==> config.mk <==
export PLATFORM = sky130hd
export DESIGN_NAME = motor_drive_sequencer_flat
export DESIGN_NICKNAME = d
export VERILOG_FILES = /design/src/rtl/motor_seq_pkg.sv /design/src/rtl/motor_drive_sequencer_if.sv /design/src/rtl/motor_pwm_gen.sv /design/src/rtl/motor_drive_sequencer.sv /design/src/flat_wrapper.sv
export SDC_FILE = /design/constraint.sdc
export NUM_CORES = 1
export LEC_CHECK = 0
export ABC_AREA = 1
export ABC_CLOCK_PERIOD_IN_PS = 3700
export CORE_ASPECT_RATIO = 0.6
export CORE_MARGIN = 2
export CORE_UTILIZATION = 55
export CTS_CLUSTER_DIAMETER = 30
export CTS_CLUSTER_SIZE = 40
export DETAILED_ROUTE_END_ITERATION = 16
export PLACE_DENSITY = 0.83
export RECOVER_POWER = 100
export SLEW_MARGIN = 20
export SYNTH_ARGS = -nofsm -noshare
export SYNTH_HDL_FRONTEND = slang
export SYNTH_SLANG_ARGS = --single-unit
==> constraint.sdc <==
create_clock -name clk -period 3.7 [get_ports clk]
set_input_delay 0.74 -clock clk [delete_from_list [all_inputs] [get_ports clk]]
set_output_delay 0.74 -clock clk [all_outputs]
set_load 0.02 [all_outputs]
==> src/rtl/motor_seq_pkg.sv <==
// Shared encodings for the drum motor sequencer: command modes, driver direction codes
// and FSM states.
package motor_seq_pkg;

  typedef enum logic [1:0] {
    CMD_STOP   = 2'b00,
    CMD_AGI_LO = 2'b01,
    CMD_AGI_HI = 2'b10,
    CMD_SPIN   = 2'b11
  } cmd_mode_e;

  localparam logic [1:0] DIR_OFF = 2'b00;
  localparam logic [1:0] DIR_CW  = 2'b01;
  localparam logic [1:0] DIR_CCW = 2'b10;

  typedef enum logic [2:0] {
    ST_IDLE,
    ST_RUN_CW,
    ST_RUN_CCW,
    ST_BRAKE,
    ST_SPIN,
    ST_HOLD,
    ST_FAULT
  } state_e;

  function automatic logic is_agi(input cmd_mode_e m);
    return (m == CMD_AGI_LO) || (m == CMD_AGI_HI);
  endfunction

endpackage

==> src/rtl/motor_drive_sequencer_if.sv <==
// Command handshake, safety inputs and motor driver outputs between the wash FSM
// (master) and the motor sequencer (slave).
interface motor_drive_sequencer_if #(
  parameter int PWM_BITS = 8
);
  logic                cmd_valid;
  logic [1:0]          cmd_mode;
  logic                cmd_ready;
  logic                door_closed;
  logic                pause;
  logic                motor_en;
  logic [1:0]          motor_dir;
  logic [PWM_BITS-1:0] duty;
  logic                pwm_out;
  logic                busy;
  logic                fault;

  modport master (
    output cmd_valid, cmd_mode, door_closed, pause,
    input  cmd_ready, motor_en, motor_dir, duty, pwm_out, busy, fault
  );

  modport slave (
    input  cmd_valid, cmd_mode, door_closed, pause,
    output cmd_ready, motor_en, motor_dir, duty, pwm_out, busy, fault
  );
endinterface

==> src/rtl/motor_pwm_gen.sv <==
// Free-running PWM counter with a registered compare against the current duty;
// output is forced low whenever the motor is disabled.
module motor_pwm_gen #(
  parameter int PWM_BITS = 8
) (
  input  logic                clk,
  input  logic                reset,
  input  logic                i_en,
  input  logic [PWM_BITS-1:0] i_duty,
  output logic                o_pwm
);

  logic [PWM_BITS-1:0] r_cnt;
  logic                r_pwm;

  always_ff @(posedge clk) begin
    if (reset) begin
      r_cnt <= '0;
      r_pwm <= 1'b0;
    end else begin
      r_cnt <= r_cnt + PWM_BITS'(1);
      r_pwm <= i_en && (r_cnt < i_duty);
    end
  end

  assign o_pwm = r_pwm;

endmodule

==> src/rtl/motor_drive_sequencer.sv <==
// Drum motor sequencer: turns wash-FSM motor commands into enable/direction/duty with
// reversal dead-time, spin ramp, pause hold and door interlock.
module motor_drive_sequencer
  import motor_seq_pkg::*;
#(
  parameter int AGI_ON_CYC  = 2_000_000,
  parameter int DEAD_CYC    = 500_000,
  parameter int RAMP_CYC    = 250_000,
  parameter int PWM_BITS    = 8,
  parameter int AGI_DUTY_LO = 96,
  parameter int AGI_DUTY_HI = 192,
  parameter int DUTY_STEP   = 16,
  parameter int SPIN_MAX    = 255
) (
  input logic                    clk,
  input logic                    reset,
  motor_drive_sequencer_if.slave bus
);

  localparam int CNT_MAX0 = (AGI_ON_CYC > DEAD_CYC) ? AGI_ON_CYC : DEAD_CYC;
  localparam int CNT_MAX  = (CNT_MAX0 > RAMP_CYC) ? CNT_MAX0 : RAMP_CYC;
  localparam int CNT_W    = $clog2(CNT_MAX + 1);

  localparam logic [CNT_W-1:0]    AGI_LAST  = CNT_W'(AGI_ON_CYC - 1);
  localparam logic [CNT_W-1:0]    DEAD_LAST = CNT_W'(DEAD_CYC - 1);
  localparam logic [CNT_W-1:0]    RAMP_LAST = CNT_W'(RAMP_CYC - 1);
  localparam logic [PWM_BITS-1:0] DUTY_LO   = PWM_BITS'(AGI_DUTY_LO);
  localparam logic [PWM_BITS-1:0] DUTY_HI   = PWM_BITS'(AGI_DUTY_HI);
  localparam logic [PWM_BITS-1:0] DUTY_1ST  = PWM_BITS'(DUTY_STEP);

  // One extra bit of headroom so the ramp clamps at the ceiling instead of wrapping.
  function automatic logic [PWM_BITS-1:0] spin_next(input logic [PWM_BITS-1:0] d);
    logic [PWM_BITS:0] s;
    s = {1'b0, d} + (PWM_BITS+1)'(DUTY_STEP);
    if (s > (PWM_BITS+1)'(SPIN_MAX)) return PWM_BITS'(SPIN_MAX);
    return s[PWM_BITS-1:0];
  endfunction

  state_e              r_state, r_target, w_state, w_target;
  cmd_mode_e           r_mode, w_mode, w_cmd;
  logic [CNT_W-1:0]    r_cnt, w_cnt, w_cnt_inc;
  logic [PWM_BITS-1:0] r_spin_duty, w_spin_duty;
  logic                r_en, r_busy, r_fault, r_rdy;
  logic                w_en, w_busy, w_fault, w_rdy, w_accept, w_pwm;
  logic [1:0]          r_dir, w_dir;
  logic [PWM_BITS-1:0] r_duty, w_duty;

  always_ff @(posedge clk) begin
    if (reset) begin
      r_state     <= ST_IDLE;
      r_target    <= ST_IDLE;
      r_mode      <= CMD_STOP;
      r_cnt       <= '0;
      r_spin_duty <= '0;
      r_en        <= 1'b0;
      r_dir       <= DIR_OFF;
      r_duty      <= '0;
      r_busy      <= 1'b0;
      r_fault     <= 1'b0;
      r_rdy       <= 1'b1;
    end else begin
      r_state     <= w_state;
      r_target    <= w_target;
      r_mode      <= w_mode;
      r_cnt       <= w_cnt;
      r_spin_duty <= w_spin_duty;
      r_en        <= w_en;
      r_dir       <= w_dir;
      r_duty      <= w_duty;
      r_busy      <= w_busy;
      r_fault     <= w_fault;
      r_rdy       <= w_rdy;
    end
  end

  always_comb begin
    w_accept    = bus.cmd_valid & r_rdy;
    w_cmd       = cmd_mode_e'(bus.cmd_mode);
    w_cnt_inc   = r_cnt + CNT_W'(1);
    w_state     = r_state;
    w_target    = r_target;
    w_mode      = r_mode;
    w_cnt       = r_cnt;
    w_spin_duty = r_spin_duty;

    case (r_state)
      ST_IDLE: begin
        if (w_accept && bus.door_closed) begin
          w_mode = w_cmd;
          w_cnt  = '0;
          case (w_cmd)
            CMD_AGI_LO, CMD_AGI_HI: w_state = ST_RUN_CW;
            CMD_SPIN: begin
              w_state     = ST_SPIN;
              w_spin_duty = DUTY_1ST;
            end
            default: ;
          endcase
        end
      end
      ST_RUN_CW, ST_RUN_CCW: begin
        if (!bus.door_closed) begin
          w_state = ST_FAULT;
          w_cnt   = '0;
        end else if (bus.pause) begin
          w_state  = ST_BRAKE;
          w_target = ST_HOLD;
          w_cnt    = '0;
        end else if (w_accept && (w_cmd == CMD_STOP || w_cmd == CMD_SPIN)) begin
          w_mode   = w_cmd;
          w_state  = ST_BRAKE;
          w_target = (w_cmd == CMD_SPIN) ? ST_SPIN : ST_IDLE;
          w_cnt    = '0;
        end else begin
          // A level change keeps the segment timer running; only the duty follows.
          if (w_accept) w_mode = w_cmd;
          if (r_cnt == AGI_LAST) begin
            w_state  = ST_BRAKE;
            w_target = (r_state == ST_RUN_CW) ? ST_RUN_CCW : ST_RUN_CW;
            w_cnt    = '0;
          end else begin
            w_cnt = w_cnt_inc;
          end
        end
      end
      ST_SPIN: begin
        if (!bus.door_closed) begin
          w_state = ST_FAULT;
          w_cnt   = '0;
        end else if (bus.pause) begin
          w_state  = ST_BRAKE;
          w_target = ST_HOLD;
          w_cnt    = '0;
        end else if (w_accept && w_cmd != CMD_SPIN) begin
          w_mode   = w_cmd;
          w_state  = ST_BRAKE;
          w_target = (w_cmd == CMD_STOP) ? ST_IDLE : ST_RUN_CW;
          w_cnt    = '0;
        end else if (r_cnt == RAMP_LAST) begin
          w_spin_duty = spin_next(r_spin_duty);
          w_cnt       = '0;
        end else begin
          w_cnt = w_cnt_inc;
        end
      end
      ST_BRAKE: begin
        if (!bus.door_closed) begin
          w_state = ST_FAULT;
          w_cnt   = '0;
        end else if (r_cnt == DEAD_LAST) begin
          w_state = r_target;
          w_cnt   = '0;
          if (r_target == ST_SPIN) w_spin_duty = DUTY_1ST;
        end else begin
          w_cnt = w_cnt_inc;
        end
      end
      ST_HOLD: begin
        if (!bus.door_closed) begin
          w_state = ST_FAULT;
          w_cnt   = '0;
        end else begin
          if (w_accept) w_mode = w_cmd;
          if (!bus.pause) begin
            w_cnt = '0;
            if (is_agi(w_mode)) begin
              w_state = ST_RUN_CW;
            end else if (w_mode == CMD_SPIN) begin
              w_state     = ST_SPIN;
              w_spin_duty = DUTY_1ST;
            end else begin
              w_state = ST_IDLE;
            end
          end
        end
      end
      ST_FAULT: begin
        if (w_accept && w_cmd == CMD_STOP && bus.door_closed) begin
          w_state = ST_IDLE;
          w_mode  = CMD_STOP;
        end
      end
      default: w_state = ST_IDLE;
    endcase

    // Outputs are decoded from the next state so they change on the same edge as the state.
    w_en    = 1'b0;
    w_dir   = DIR_OFF;
    w_duty  = '0;
    w_busy  = (w_state != ST_IDLE);
    w_fault = (w_state == ST_FAULT);
    w_rdy   = (w_state != ST_BRAKE);
    case (w_state)
      ST_RUN_CW: begin
        w_en   = 1'b1;
        w_dir  = DIR_CW;
        w_duty = (w_mode == CMD_AGI_HI) ? DUTY_HI : DUTY_LO;
      end
      ST_RUN_CCW: begin
        w_en   = 1'b1;
        w_dir  = DIR_CCW;
        w_duty = (w_mode == CMD_AGI_HI) ? DUTY_HI : DUTY_LO;
      end
      ST_SPIN: begin
        w_en   = 1'b1;
        w_dir  = DIR_CW;
        w_duty = w_spin_duty;
      end
      default: ;
    endcase
  end

  motor_pwm_gen #(
    .PWM_BITS (PWM_BITS)
  ) u_pwm (
    .clk    (clk),
    .reset  (reset),
    .i_en   (r_en),
    .i_duty (r_duty),
    .o_pwm  (w_pwm)
  );

  assign bus.cmd_ready = r_rdy;
  assign bus.motor_en  = r_en;
  assign bus.motor_dir = r_dir;
  assign bus.duty      = r_duty;
  assign bus.pwm_out   = w_pwm;
  assign bus.busy      = r_busy;
  assign bus.fault     = r_fault;

endmodule

==> src/flat_wrapper.sv <==
// flat-port wrapper written by rule: the top's interface ports become plain ports
module motor_drive_sequencer_flat import motor_seq_pkg::*;
#(
  parameter int AGI_ON_CYC  = 2_000_000,
  parameter int DEAD_CYC    = 500_000,
  parameter int RAMP_CYC    = 250_000,
  parameter int PWM_BITS    = 8,
  parameter int AGI_DUTY_LO = 96,
  parameter int AGI_DUTY_HI = 192,
  parameter int DUTY_STEP   = 16,
  parameter int SPIN_MAX    = 255
)
  (clk, reset, bus_cmd_valid, bus_cmd_mode, bus_door_closed, bus_pause, bus_cmd_ready, bus_motor_en, bus_motor_dir, bus_duty, bus_pwm_out, bus_busy, bus_fault);
  motor_drive_sequencer_if #(.PWM_BITS(PWM_BITS)) bus_i ();
  input logic clk;
  input logic reset;
  input wire logic [$bits(bus_i.cmd_valid)-1:0] bus_cmd_valid;
  input wire logic [$bits(bus_i.cmd_mode)-1:0] bus_cmd_mode;
  input wire logic [$bits(bus_i.door_closed)-1:0] bus_door_closed;
  input wire logic [$bits(bus_i.pause)-1:0] bus_pause;
  output wire logic [$bits(bus_i.cmd_ready)-1:0] bus_cmd_ready;
  output wire logic [$bits(bus_i.motor_en)-1:0] bus_motor_en;
  output wire logic [$bits(bus_i.motor_dir)-1:0] bus_motor_dir;
  output wire logic [$bits(bus_i.duty)-1:0] bus_duty;
  output wire logic [$bits(bus_i.pwm_out)-1:0] bus_pwm_out;
  output wire logic [$bits(bus_i.busy)-1:0] bus_busy;
  output wire logic [$bits(bus_i.fault)-1:0] bus_fault;
  assign bus_i.cmd_valid = bus_cmd_valid;
  assign bus_i.cmd_mode = bus_cmd_mode;
  assign bus_i.door_closed = bus_door_closed;
  assign bus_i.pause = bus_pause;
  assign bus_cmd_ready = bus_i.cmd_ready;
  assign bus_motor_en = bus_i.motor_en;
  assign bus_motor_dir = bus_i.motor_dir;
  assign bus_duty = bus_i.duty;
  assign bus_pwm_out = bus_i.pwm_out;
  assign bus_busy = bus_i.busy;
  assign bus_fault = bus_i.fault;
  motor_drive_sequencer #(.AGI_ON_CYC(AGI_ON_CYC), .DEAD_CYC(DEAD_CYC), .RAMP_CYC(RAMP_CYC), .PWM_BITS(PWM_BITS), .AGI_DUTY_LO(AGI_DUTY_LO), .AGI_DUTY_HI(AGI_DUTY_HI), .DUTY_STEP(DUTY_STEP), .SPIN_MAX(SPIN_MAX)) u_core (.clk(clk), .reset(reset), .bus(bus_i));
endmodule
# --- After elaboration in Yosys (flattened, before gate mapping) ---
# Index checks and enable logic that the tools add are counted.
word_totals:
  register_bits: 60
  inputBits: 7
  out_inout_bits: 15
  wordCells: 149
classes:
  add_sub_neg: 3
  n_lt_le_gt_ge: 2
  eq_ne: 29
  mux: 81
  bitwise: 1
  n_reduce_logical: 20
ops:
  columns: ["operator", "n"]
  rows:
  - ["$mux W21", 13]
  - ["$mux W8", 16]
  - ["$pmux W21 S5", 1]
  - ["$mux W3", 23]
  - ["$pmux W8 S4", 1]
  - ["$mux W2", 13]
  - ["$add A21 B1 Y21 const B", 1]
  - ["$eq A21 B18 Y1 const B", 1]
  - ["$eq A21 B19 Y1 const B", 1]
  - ["$eq A21 B21 Y1 const B", 1]
  - ["$eq A3 B3 Y1 const B", 6]
  - ["$pmux W3 S6", 1]
  - ["$pmux W8 S2", 1]
  - ["$pmux W3 S2", 2]
  - ["$eq A2 B2 Y1 const B", 5]
  - ["$pmux W2 S5", 1]
  - ["$add A8 B5 Y9 const B", 1]
  - ["$eq A3 B2 Y1 const B", 3]
  - ["$gt A9 B8 Y1 const B", 1]
  - ["$add A8 B1 Y8 const B", 1]
  - ["$lt A8 B8 Y1", 1]
  - ["$mux W1", 8]
  - ["$reduce_or A2 Y1", 4]
  - ["$eq A3 B1 Y1 const B", 2]
  - ["18 further kinds", 28]

# --- Depth between registers and ports, before layout ---
# Gate-level depths: netlist of the first run.
logic_depth:
  word_depth: 15
  ltp_mapped: 17
  depth_no_buf: 17

# --- Cells and area by module ---
# Synthesis of the first run repeated with hierarchy kept, for this count alone.
hier_totals:
  hier_cells: 536
  hier_area_um2: 3603.5
by_module_without_submodules:
  columns: ["mod", "instances", "cells_each", "area_per_inst_um2", "seq_area_each_um2"]
  rows:
  - ["motor_drive_sequencer", 1, 467, 3074.2, 1021.0]
  - ["motor_pwm_gen", 1, 69, 529.3, 180.2]

# --- Least setup slack after synthesis of the first run ---
# No wires, ideal clock.
synth_path:
  path_type: "input -> register"
  startpoint: "input bus_cmd_valid"
  endpoint: "register u_core.r_duty[6] (netlist: u_core.bus.duty[6])"
  setup_time_ns: 0.056
  t_arrival_ns: 2.367
  required_time_ns: 3.644
  setup_slack_ns: 1.277
  stages: 16
  n_path_buf: 0
  cell_sequence: "nand2_1 > o21ai_0 > ha_1 > nor2_1 > a21oi_1 > a21oi_1 > nand2_1 > inv_1 > nand3_1 > nand2_1 > nand2_1 > inv_2 > nand2_4 > nor2_1 > o21bai_1 > inv_1"
synth_between:
  elab_chain_cells: 13
  elab_cells_between_ends: 40
  cone_classes: "6 x eq/ne; 26 x mux; 1 x bitwise; 7 x reduce/logical"
synth_rtl:
  columns: ["element", "line", "source"]
  rows:
  - ["start, declared", "flat_wrapper.sv:17", "input wire logic [$bits(bus_i.cmd_valid)-1:0] bus_cmd_valid;"]
  - ["$and A1 B1 Y1 *", "motor_drive_sequencer.sv:77", "w_accept = bus.cmd_valid & r_rdy;"]
  - ["$mux W2", "motor_drive_sequencer.sv:163", "if (w_accept) w_mode = w_cmd;"]
  - ["$mux W2", "motor_drive_sequencer.sv:159", "if (!bus.door_closed) begin"]
  - ["$mux W2", "motor_drive_sequencer.sv:86", "case (r_state)"]
  - ["$eq A2 B2 Y1, or another cell as far along", "motor_drive_sequencer.sv:168", "end else if (w_mode == CMD_SPIN) begin"]
  - ["$mux W3 / $logic_or A1 B1 Y1 (equally long branches)", "motor_drive_sequencer.sv:168, motor_seq_pkg.sv:27", null]
  - ["$mux W3", "motor_drive_sequencer.sv:166", "if (is_agi(w_mode)) begin"]
  - ["$mux W3", "motor_drive_sequencer.sv:164", "if (!bus.pause) begin"]
  - ["$mux W3", "motor_drive_sequencer.sv:159", null]
  - ["$pmux W3 S6", "motor_drive_sequencer.sv:86", null]
  - ["$eq A3 B1 Y1 / $eq A3 B2 Y1 (equally long branches)", "motor_drive_sequencer.sv:193", "case (w_state)"]
  - ["$reduce_or A2 Y1 (no line)", null, null]
  - ["$pmux W8 S2 *", "motor_drive_sequencer.sv:193", null]
  - ["end signal, assigned", "motor_drive_sequencer.sv:69", "r_duty <= w_duty;"]
  - ["end, declared", "motor_drive_sequencer.sv:46", "logic [PWM_BITS-1:0] r_duty, w_duty;"]
# Every way passes the cells marked *; elsewhere a longest branch is shown, timed or not. The select of a mux whose other input is x is not followed.
# A chain may end at the register's enable or synchronous reset.

# --- Worst setup path after layout of the first run ---
layout_path:
  startpoint: "input bus_cmd_valid"
  endpoint: "register u_core.r_duty[5] (netlist: u_core.bus.duty[5])"
layout_between:
  elab_chain_cells: 13
  elab_cells_between_ends: 52
  cone_classes: "7 x eq/ne; 37 x mux; 1 x bitwise; 7 x reduce/logical"
layout_rtl:
  columns: ["element", "line"]
  rows:
  - ["$and A1 B1 Y1 *", "motor_drive_sequencer.sv:77"]
  - ["$mux W2", "motor_drive_sequencer.sv:116, motor_drive_sequencer.sv:163"]
  - ["$mux W2", "motor_drive_sequencer.sv:159"]
  - ["$mux W2", "motor_drive_sequencer.sv:86"]
  - ["$eq A2 B2 Y1, or another cell as far along", "motor_drive_sequencer.sv:168"]
  - ["$mux W3 / $logic_or A1 B1 Y1 (equally long branches)", "motor_drive_sequencer.sv:168, motor_seq_pkg.sv:27"]
  - ["$mux W3", "motor_drive_sequencer.sv:166"]
  - ["$mux W3", "motor_drive_sequencer.sv:164"]
  - ["$mux W3", "motor_drive_sequencer.sv:159"]
  - ["$pmux W3 S6", "motor_drive_sequencer.sv:86"]
  - ["$eq A3 B1 Y1 / $eq A3 B2 Y1 (equally long branches)", "motor_drive_sequencer.sv:193"]
  - ["$reduce_or A2 Y1 (no line)", null]
  - ["$pmux W8 S2 *", "motor_drive_sequencer.sv:193"]
# Marks and branches as above.

==> flow_summary.yaml, run 1 <==
logic_synthesis:
  synth_seq_area_share: 0.3422
  synth_nets: 536
  ys_ff_latch: 60
  yosysTopAreaCellShare: 0.3422
  ys_types: 47
  synth_largest_area_cell: "dfxtp_1"
  syn_area_per_cell_um2: 6.828
  synth_area_leaders: "dfxtp_1 34%, nand2_1 9.9%, nor2_1 8.8%, inv_1 7.4%, ha_1 5.3%"
  syn-cell-area_mm2: 0.003510
  ys_warn_count: 0
  syn_inst: 514
sta:
  fmax_mhz: 313.8
  maxSlewHeadroom: 0.2181
  worst_pin_slew_ns: 1.173
  setup_viol: 0
  maxSlewViolCount: 0
  rsz0062_at_grt: "no"
  min_period_over_period: 0.8613
  period_needed_ns: 3.187
  finalHoldViolCount: 0
  finalClockSkew_ns: 0.01174
  fin_tns_setup_ns: 0
clocking:
  cts_sinks: 60
  clk_latency_ns: 0.35
  post_cts_buffers: 0
  clockBufferDepth: 2
  tritoncts: "yes"
  path_clk_slew_ns: 0.08
  cts_root_buffer: "clkbuf_8"
  cts_inserted_buffers: 9
  cts_resized: 0
  cts_hold_buf: 0
  htreeDepth: 3
power:
  cellPowerDensity_mw_per_mm2: 586.2
  p_int_uw: 1369
  comb_power_share: 0.377
  p_clk_frac: 0.287
  p_seq_frac: 0.336
  design_power_total_uw: 2345
  switchingPower_uw: 975.8
  ir_worst_vdd_mv: 0.3494
  swShare: 0.4162
  leakagePower_uw: 0.001695
cells_and_area:
  final_common_cell: "nand2_1"
  final_cell_mix: "93 x nand2_1, 82 x nor2_1, 71 x inv_1"
  layout-drive-gt1-share: 0.08974
  num_antenna_cells: 0
  fin_nets: 563
  syn_to_final_growth_pct: 13.98
floorplan:
  core_area_mm2: 0.006138
  dieArea_mm2: 0.007057
  start_util: 0.5717
  die_w_um: 107.1
  die_y_um: 65.88
  rows: 22
  io_pins: 22
setup_path:
  worst_path_largest_cell_delay_ns: 0.55
  cp.arrival_ns: 3.45
  critPathCaptureType: "flip-flop"
  reg2reg_depth: 13
  reg2reg_slack_ns: 1.04
  crit_type: "in -> reg"
  cp_cell_sequence: "dlygate4sd3_1, nand2_1, o21ai_0, ha_1, a21oi_1, o21ai_0, nand2_1, nand3_1, a21oi_1, nand4_1, nand2_2, nand2_1, a21oi_1"
  start_kind: "input port"
  rr_endpoint: "u_core.bus.duty[5]"
  cp_max_fo: 7
  worst_path_max_delay_cell: "dlygate4sd3_1"
  rr_startpoint: "u_core.bus.cmd_ready"
  crit_required_ns: 3.96
routing:
  drc: 0
  vias: 3529
  antenna_left: 0
  wl_per_cell_um: 14.56
  via_per_inst: 5.602
  wirelength_um: 9172
  drt_pass1_iterations: 5
  drt-initial-drc-count: 332
placed_design:
  dp.final_hpwl_um: 6972
  numPortBuffers: 21
  place.gp.congestion: 1.002
grt:
  grt_pass1_vias: 3184
  antenna_found_initial: 0
  grt_max_degree: 24
  grt_util_all_layers: 0.2838
  grt_pass1_wl_um: 15280
  overflow: 0
min_path:
  hp-class: "reg -> reg"
  whs_endpoint: "u_core.u_pwm.r_cnt[0]"
  min_path_cells: 1
  hp-start: "u_core.u_pwm.r_cnt[0]"
job:
  drv_cap: 0
status:
  status: "completed"
## stage by stage
step | worst slack [ns] | util | instance area [µm²] | hold slack (ns) | cells
floorplan | 1.277 | - | 3510 | 0.4270 | 514
global placement | 0.5731 | 0.6190 | 3800 | 0.4472 | 614
global route | 0.3057 | 0.6517 | 4000 | 0.5230 | 630
CTS | 0.8323 | 0.6553 | 4023 | 0.4753 | 630
detailed placement | 0.4635 | 0.6190 | 3800 | 0.4555 | 614
finish | 0.5131 | 0.6517 | 4000 | 0.4724 | 630
## flip-flops by register name, summed over array words and instances, names as in the netlist, 2 cells and up
register / cells
u_core.r_cnt: 21
u_core.bus.duty: 8
u_core.r_spin_duty: 8
u_core.u_pwm.r_cnt: 8
u_core.r_state: 3
u_core.r_target: 3
u_core.bus.motor_dir: 2
u_core.r_mode: 2
## power groups by stage
stage                     Clock, µW  Sequential [µW]  Combinational (µW)
after floorplan                   0              807                 634
after global placement            0              799                 876
after detailed placement          0              799                 883
after CTS                       692              785                 887
after global routing            713              794                 972
final                           672              788                 885
## final cells by class
cell class / count / area (µm²)
Fill cell: 543 / 2138
Multi-Input combinational cell: 366 / 1946
Sequential cell: 60 / 1201
Inverter: 80 / 300.3
Timing Repair Buffer: 24 / 225.2
Clock buffer: 9 / 123.9
Tap cell: 84 / 105.1
Clock inverter: 7 / 98.84
## layer usage
layer / share of wire / vias up / wire [µm] / global-route usage
met5: 0 / - / 0 / 0
met4: 0.018 / 0 / 163 / 0.1120
met3: 0.11 / 16 / 1047 / 0.09852
met2: 0.39 / 178 / 3565 / 0.3869
met1: 0.48 / 1594 / 4396 / 0.4049
li1: - / 1741 / - / -
## critical path: cells and delay by family
family | cells | cell delay (ns)
buf+inv | 1 | 0.55
compound gates | 5 | 0.99
simple gates | 6 | 0.92
fa+ha+maj | 1 | 0.25
## how the worst max path moves through the flow
| stage | start | end | slack, ns | depth (start not counted) |
|---|---|---|---|---|
| after floorplan | bus_cmd_valid | u_core.bus.duty[6] | 1.28 | 16 |
| after global placement | bus_cmd_valid | u_core.bus.duty[6] | 0.57 | 17 |
| after detailed placement | bus_cmd_valid | u_core.bus.duty[6] | 0.46 | 17 |
| after CTS | bus_cmd_valid | u_core.bus.duty[6] | 0.83 | 17 |
| after global routing | bus_cmd_valid | u_core.bus.duty[5] | 0.31 | 14 |
| final | bus_cmd_valid | u_core.bus.duty[5] | 0.51 | 13 |
## synth_stat cells, drive strengths merged
cell	count
xnor2	3
a22oi	1
and3	1
nor2b	1
a21oi	24
a311oi	1
xor2	5
nand4	11
o22ai	2
o32ai	1
o21bai	3
o221ai	1
nor2	89
nand2	100
nand3b	1
nor3	20
o21ai	28
a221oi	1
dfxtp	60
o21a	1
nor4	3
nor3b	2
nand3	35
a211oi	3
o211ai	3
clkbuf	3
inv	80
a22o	2
ha	15
a31oi	6
o31ai	2
buf	5
nand2b	1
## cell families after synthesis
| logic type | share of synthesized area |
|---|---|
| flops | 0.3422 |
| buf+inv | 0.09911 |
| simple gates | 0.3433 |
| xor+xnor | 0.01997 |
| fa+ha+maj | 0.05348 |
| compound gates | 0.1419 |
No activity file was read; power rests on OpenSTA's default activity.
==> run 2, diff against run 1 <==
--- a/config.mk
+++ b/config.mk
@@ -19,3 +19,4 @@
 export SYNTH_ARGS = -nofsm -noshare
 export SYNTH_HDL_FRONTEND = slang
 export SYNTH_SLANG_ARGS = --single-unit
+export TNS_END_PERCENT = 20
==> constraint.sdc (replaced) <==
create_clock -name clk -period 3.7 [get_ports clk]
set_input_delay 0.74 -clock clk [delete_from_list [all_inputs] [get_ports clk]]
set_output_delay 0.74 -clock clk [all_outputs]
set_load 0.1 [all_outputs]
==> results of run 2 <==
Same layout as run 1 (identical final DEF). Status: completed.
Among the figures that moved: total power 2345 µW -> 2532 µW; worst IR drop on VDD 0.3494 mV -> 0.5866 mV
